[config.mk]
export PLATFORM = sky130hd
export DESIGN_NAME = thread_down_counter_scheduler
export DESIGN_NICKNAME = d
export VERILOG_FILES = /design/src/rtl/thread_down_counter_scheduler.sv
export SDC_FILE = /design/constraint.sdc
export NUM_CORES = 1
export LEC_CHECK = 0
export CORE_UTILIZATION = 40
export DETAILED_ROUTE_END_ITERATION = 8
export MAX_ROUTING_LAYER = met4
export PLACE_DENSITY_LB_ADDON = 0.2
export SLEW_MARGIN = 15
export SYNTH_ARGS = -nofsm -noshare
export SYNTH_HDL_FRONTEND = slang
export SYNTH_SLANG_ARGS = --single-unit
[constraint.sdc]
create_clock -name clock_i -period 3.3 [get_ports clock_i]
set_input_delay 0.825 -clock clock_i [delete_from_list [all_inputs] [get_ports clock_i]]
set_output_delay 0.825 -clock clock_i [all_outputs]
set_load 0.01 [all_outputs]
[src/rtl/thread_down_counter_scheduler.sv]
// Barrel-threaded down-counter: one decrementer shared round-robin across THREAD_COUNT slots.
// Each slot keeps its own count and zero flag; loads may target any slot on any cycle.
module thread_down_counter_scheduler #(
    parameter int WORD_WIDTH         = 16,
    parameter int THREAD_COUNT       = 8,
    parameter int THREAD_COUNT_WIDTH = 3
) (
    input  logic                          clock_i,
    input  logic                          clear_i,
    input  logic [THREAD_COUNT-1:0]       run_i,
    input  logic                          load_wren_i,
    input  logic [THREAD_COUNT_WIDTH-1:0] load_thread_i,
    input  logic [WORD_WIDTH-1:0]         load_value_i,
    output logic [THREAD_COUNT_WIDTH-1:0] current_thread_o,
    output logic [WORD_WIDTH-1:0]         current_count_o,
    output logic [THREAD_COUNT-1:0]       zero_o,
    output logic                          expired_o,
    output logic [THREAD_COUNT_WIDTH-1:0] expired_thread_o
);

    localparam logic [THREAD_COUNT_WIDTH-1:0] LAST_THREAD = THREAD_COUNT_WIDTH'(THREAD_COUNT - 1);
    localparam logic [THREAD_COUNT_WIDTH:0]   NUM_THREADS = (THREAD_COUNT_WIDTH + 1)'(THREAD_COUNT);
    localparam logic [WORD_WIDTH-1:0]         ONE         = WORD_WIDTH'(1);

    logic [WORD_WIDTH-1:0]         count_q [THREAD_COUNT];
    logic [WORD_WIDTH-1:0]         count_d [THREAD_COUNT];
    logic [THREAD_COUNT-1:0]       zero_q, zero_d;
    logic [THREAD_COUNT_WIDTH-1:0] ptr_q, ptr_d;
    logic                          expired_q, expired_d;
    logic [THREAD_COUNT_WIDTH-1:0] expired_thread_q, expired_thread_d;

    logic                  load_valid;
    logic                  load_hits_current;
    logic [WORD_WIDTH-1:0] cur_count;

    assign load_valid        = load_wren_i && ({1'b0, load_thread_i} < NUM_THREADS);
    assign load_hits_current = load_valid && (load_thread_i == ptr_q);
    assign cur_count         = count_q[ptr_q];

    always_comb begin
        count_d          = count_q;
        zero_d           = zero_q;
        expired_d        = 1'b0;
        expired_thread_d = expired_thread_q;
        ptr_d            = (ptr_q == LAST_THREAD) ? '0 : ptr_q + 1'b1;

        // A load to the serviced slot wins over its decrement and never signals expiry.
        if (!load_hits_current && run_i[ptr_q] && !zero_q[ptr_q]) begin
            count_d[ptr_q] = cur_count - ONE;
            zero_d[ptr_q]  = (cur_count == ONE);
            if (cur_count == ONE) begin
                expired_d        = 1'b1;
                expired_thread_d = ptr_q;
            end
        end

        if (load_valid) begin
            count_d[load_thread_i] = load_value_i;
            zero_d[load_thread_i]  = (load_value_i == '0);
        end
    end

    always_ff @(posedge clock_i) begin
        if (clear_i) begin
            for (int i = 0; i < THREAD_COUNT; i++) begin
                count_q[i] <= '0;
            end
            zero_q           <= '1;
            ptr_q            <= '0;
            expired_q        <= 1'b0;
            expired_thread_q <= '0;
        end else begin
            count_q          <= count_d;
            zero_q           <= zero_d;
            ptr_q            <= ptr_d;
            expired_q        <= expired_d;
            expired_thread_q <= expired_thread_d;
        end
    end

    assign current_thread_o = ptr_q;
    assign current_count_o  = cur_count;
    assign zero_o           = zero_q;
    assign expired_o        = expired_q;
    assign expired_thread_o = expired_thread_q;

endmodule
==> metrics.cfg <==
[synthesis]
yosys.cell_types.count = 66
yosys_warnings = 0
synthFlopType = dfxtp_1
syn_nets = 1085
syn_area_per_cell_sq_um = 7.95
ys_seq_area_share_pct = 34.3
syn-cell-area_sq_um = 8350
synthCells = 1051
yosys_register_bits = 143
async_reset_ff_share_pct = 0
synth_edf_count = 0

[critical_path]
r2r_start = current_thread_o[0]
critical_path.cell_chain = buf_4 -> buf_4 -> buf_6 -> and3_1 -> a31oi_1 -> o22ai_2 -> clkdlybuf4s50_1
crit_cells = 7
critPathBufInv = 4
slowest_stage = clkdlybuf4s50_1
crit_family = buffers and inverters
worstReg2RegEnd = count_q[127]
cp-start-kind = register
critPathRequiredTime_ps = 2470
rrSetupSlack_ps = 90
cpMostUsedCell = buf_4
endpoint_kind = primary output
ff2ff_path_depth = 13
crit_arrival_ps = 2420
max_stage_delay_ps = 570
crit_fanout = 16
critPathKind = register to primary output

[timing]
slew_headroom_pct = 38.2
slew_viol_final = 0
finalSetupViolCount = 0
clock_skew_ps = 10.1
post-route-min-period_ps = 3240
finalCritPeriodShare_pct = 98.2
max_freq_ghz = 0.309
setup_ws_ps = 59.7
hold_viol = 0
worst_pin_slew_ps = 921

[final_layout]
area_growth_pct = 31.4
final_cells = 1453
fillCellCount = 1912
diodes = 0
drive_above_1_share_pct = 22.1
seq_area_sq_um = 2870
multi_input_area_sq_um = 5180
nets = 1204

[cts]
clkTransAtPathRegs_ps = 70
clock_path_buffers = 2
clock-sinks = 143
hold_buffers = 0
insertion_delay_ps = 440
cts_tree = done
cts-root-buf = clkbuf_16
htreeDepth = 4
numCtsBuffers = 17

[drt]
wire_per_inst_um = 26.7
wl_met2_um = 16300
drtIter0Drc = 1128
ant_nets = 0
met1Wirelength_um = 15500
routed_wl_um = 38700
first_pass_iters = 6
routed_via_density = 6.56
maxUsedRoutingLayer = met4
drc_errors = 0
num_vias = 9533
dr_wl_met3_um = 4860

[floorplanning]
die_h_um = 146
die_w_um = 146
dieArea_sq_um = 21500
ios = 61
fp-row-count = 52
initial_core_util_pct = 41.0
core_sq_um = 20400

[placement]
place_hpwl_um = 26800
preCtsSetupSlack_ps = -482
dpl.cell_count = 1409
finalWeightedCongestion = 1.03
io_buffers = 60

[outcome]
status = finished, final reports clean

[grt]
track_usage_pct = 36.9
grt_max_degree = 33
overflow = 0
grt_pass1_vias = 8704
grt_pass1_wl_um = 56600
antenna_found_initial = 0

[power]
p_per_area_nw_per_um2 = 503
peakVddDrop_uv = 318
p_leak_nw = 4.13

[hold_path]
min-delay-start = count_q[66]
hold_depth = 2
min_to = count_q[66]
worst_hold_path_type = register to register

[job]
max_cap_violations = 0

[sequential cells by signal (all words and copies together), names as in the netlist]
signal            flops
count_q             128
zero_o                8
current_thread_o      3
expired_thread_o      3
expired_o             1
[report_power, final]
group / switching [mW] / internal [mW]
Clock: 0.862 / 1.20
Sequential: 0.0496 / 1.81
Combinational: 1.01 / 0.594
[per-stage QoR]
stage          hold slack, ps  power (mW)  utilization, %  setup TNS, ps  area (sq um)
2_1_floorplan             458        2.72               -              0          8420
3_3_place_gp              472        3.36            49.3         -25480         10000
3_5_place_dp              478        3.35            49.3         -34230         10000
4_1_cts                   490        5.42            52.9           -189         10800
5_1_grt                   512        5.69            53.9          -56.9         11000
6_report                  489        5.52            53.9              0         11000
[routing by layer]
metal  up-vias  GRT usage, %
li1       4204             -
met1      4504          47.6
met2       679          52.5
met3       146          10.4
met4         0          18.3
met5         -             -
[worst max-delay path by stage]
stage | from | to | slack [ps]
after floorplan | current_thread_o[0] | count_q[124] | 20
after global placement | load_thread_i[2] | count_q[84] | -400
after detailed placement | load_thread_i[2] | count_q[13] | -480
after CTS | current_thread_o[0] | current_count_o[1] | -100
after global routing | current_thread_o[0] | count_q[74] | -30
final | current_thread_o[0] | current_count_o[14] | 60
[placed cells by master (no fill, tap or decap), types with 7 or more instances in the layout]
cell,Yosys,final
nor3_1,51,48
nor2_1,121,120
inv_2,4,7
buf_12,0,10
a311oi_1,17,17
clkbuf_16,0,18
nand3_1,54,54
dfxtp_1,143,141
xnor2_1,7,7
a2111oi_0,16,15
mux2i_1,26,21
o32ai_1,8,8
mux2_2,11,11
o22ai_1,29,27
nor4_1,33,26
dlymetal6s2s_1,0,10
o21ai_0,55,55
nand4_1,7,7
clkdlybuf4s50_1,0,44
a21oi_1,65,65
buf_4,1,134
mux4_2,18,18
a211oi_1,64,64
o211ai_1,11,11
nor2b_1,8,7
a31oi_1,7,7
nand2_1,91,90
inv_1,13,10
[worst register-to-register path, delay by kind of cell, from the launching register on]
family	cells	cell delay (ps)
buffers and inverters	6	1160
multiplexers	1	270
AO/OA/AOI/OAI	3	700
flip-flops	1	380
AND/OR/NAND/NOR	2	370
XOR/XNOR	1	190
[repair_timing]
item                                    in CTS  in global routing
endpoints found under the setup margin      22                 25
endpoints found under the hold margin        0                  0
buffers inserted                             3                  8
gates resized for setup                     26                 28
gates cloned                                 0                  1
pin swaps                                    1                  6
[synth_stat cells (all sizes together), types with 5 or more instances]
library cell  instances  area (sq um)
a2111oi              17           155
a211oi               65           493
a21oi                65           325
a311o                 5          50.1
a311oi               17           149
a31oi                 7          43.8
and2                  5          31.3
buf                  33           181
clkbuf               77           289
dfxtp               143          2860
inv                  17          63.8
mux2                 11           124
mux2i                28           305
mux4                 18           405
nand2                92           348
nand2b                6          37.5
nand3                54           270
nand4                 7          43.8
nor2                121           454
nor2b                 8          50.1
nor3                 53           282
nor3b                 6          45.0
nor4                 35           240
o211ai               11          82.6
o21ai                55           275
o22ai                29           181
o31ai                 6          45.0
o32ai                 8          70.1
xnor2                 7          61.3
[cells by family after synthesis]
group / count (synthesis) / synth area share [%]
simple gates: 400 / 22.8
compound gates: 310 / 25.0
flops: 143 / 34.3
buf+inv: 128 / 6.44
mux: 57 / 9.99
xor+xnor: 9 / 0.944
fa+ha+maj: 4 / 0.599
[cell type report]
cell class / instances / share of cell area [%]
Clock inverter: 14 / 1.65
Clock buffer: 18 / 3.91
Sequential cell: 143 / 26.2
Timing Repair Buffer: 210 / 17.4
Multi-Input combinational cell: 780 / 47.2
Tap cell: 270 / 3.08
Inverter: 18 / 0.616
(Power assumes the default switching activity.)
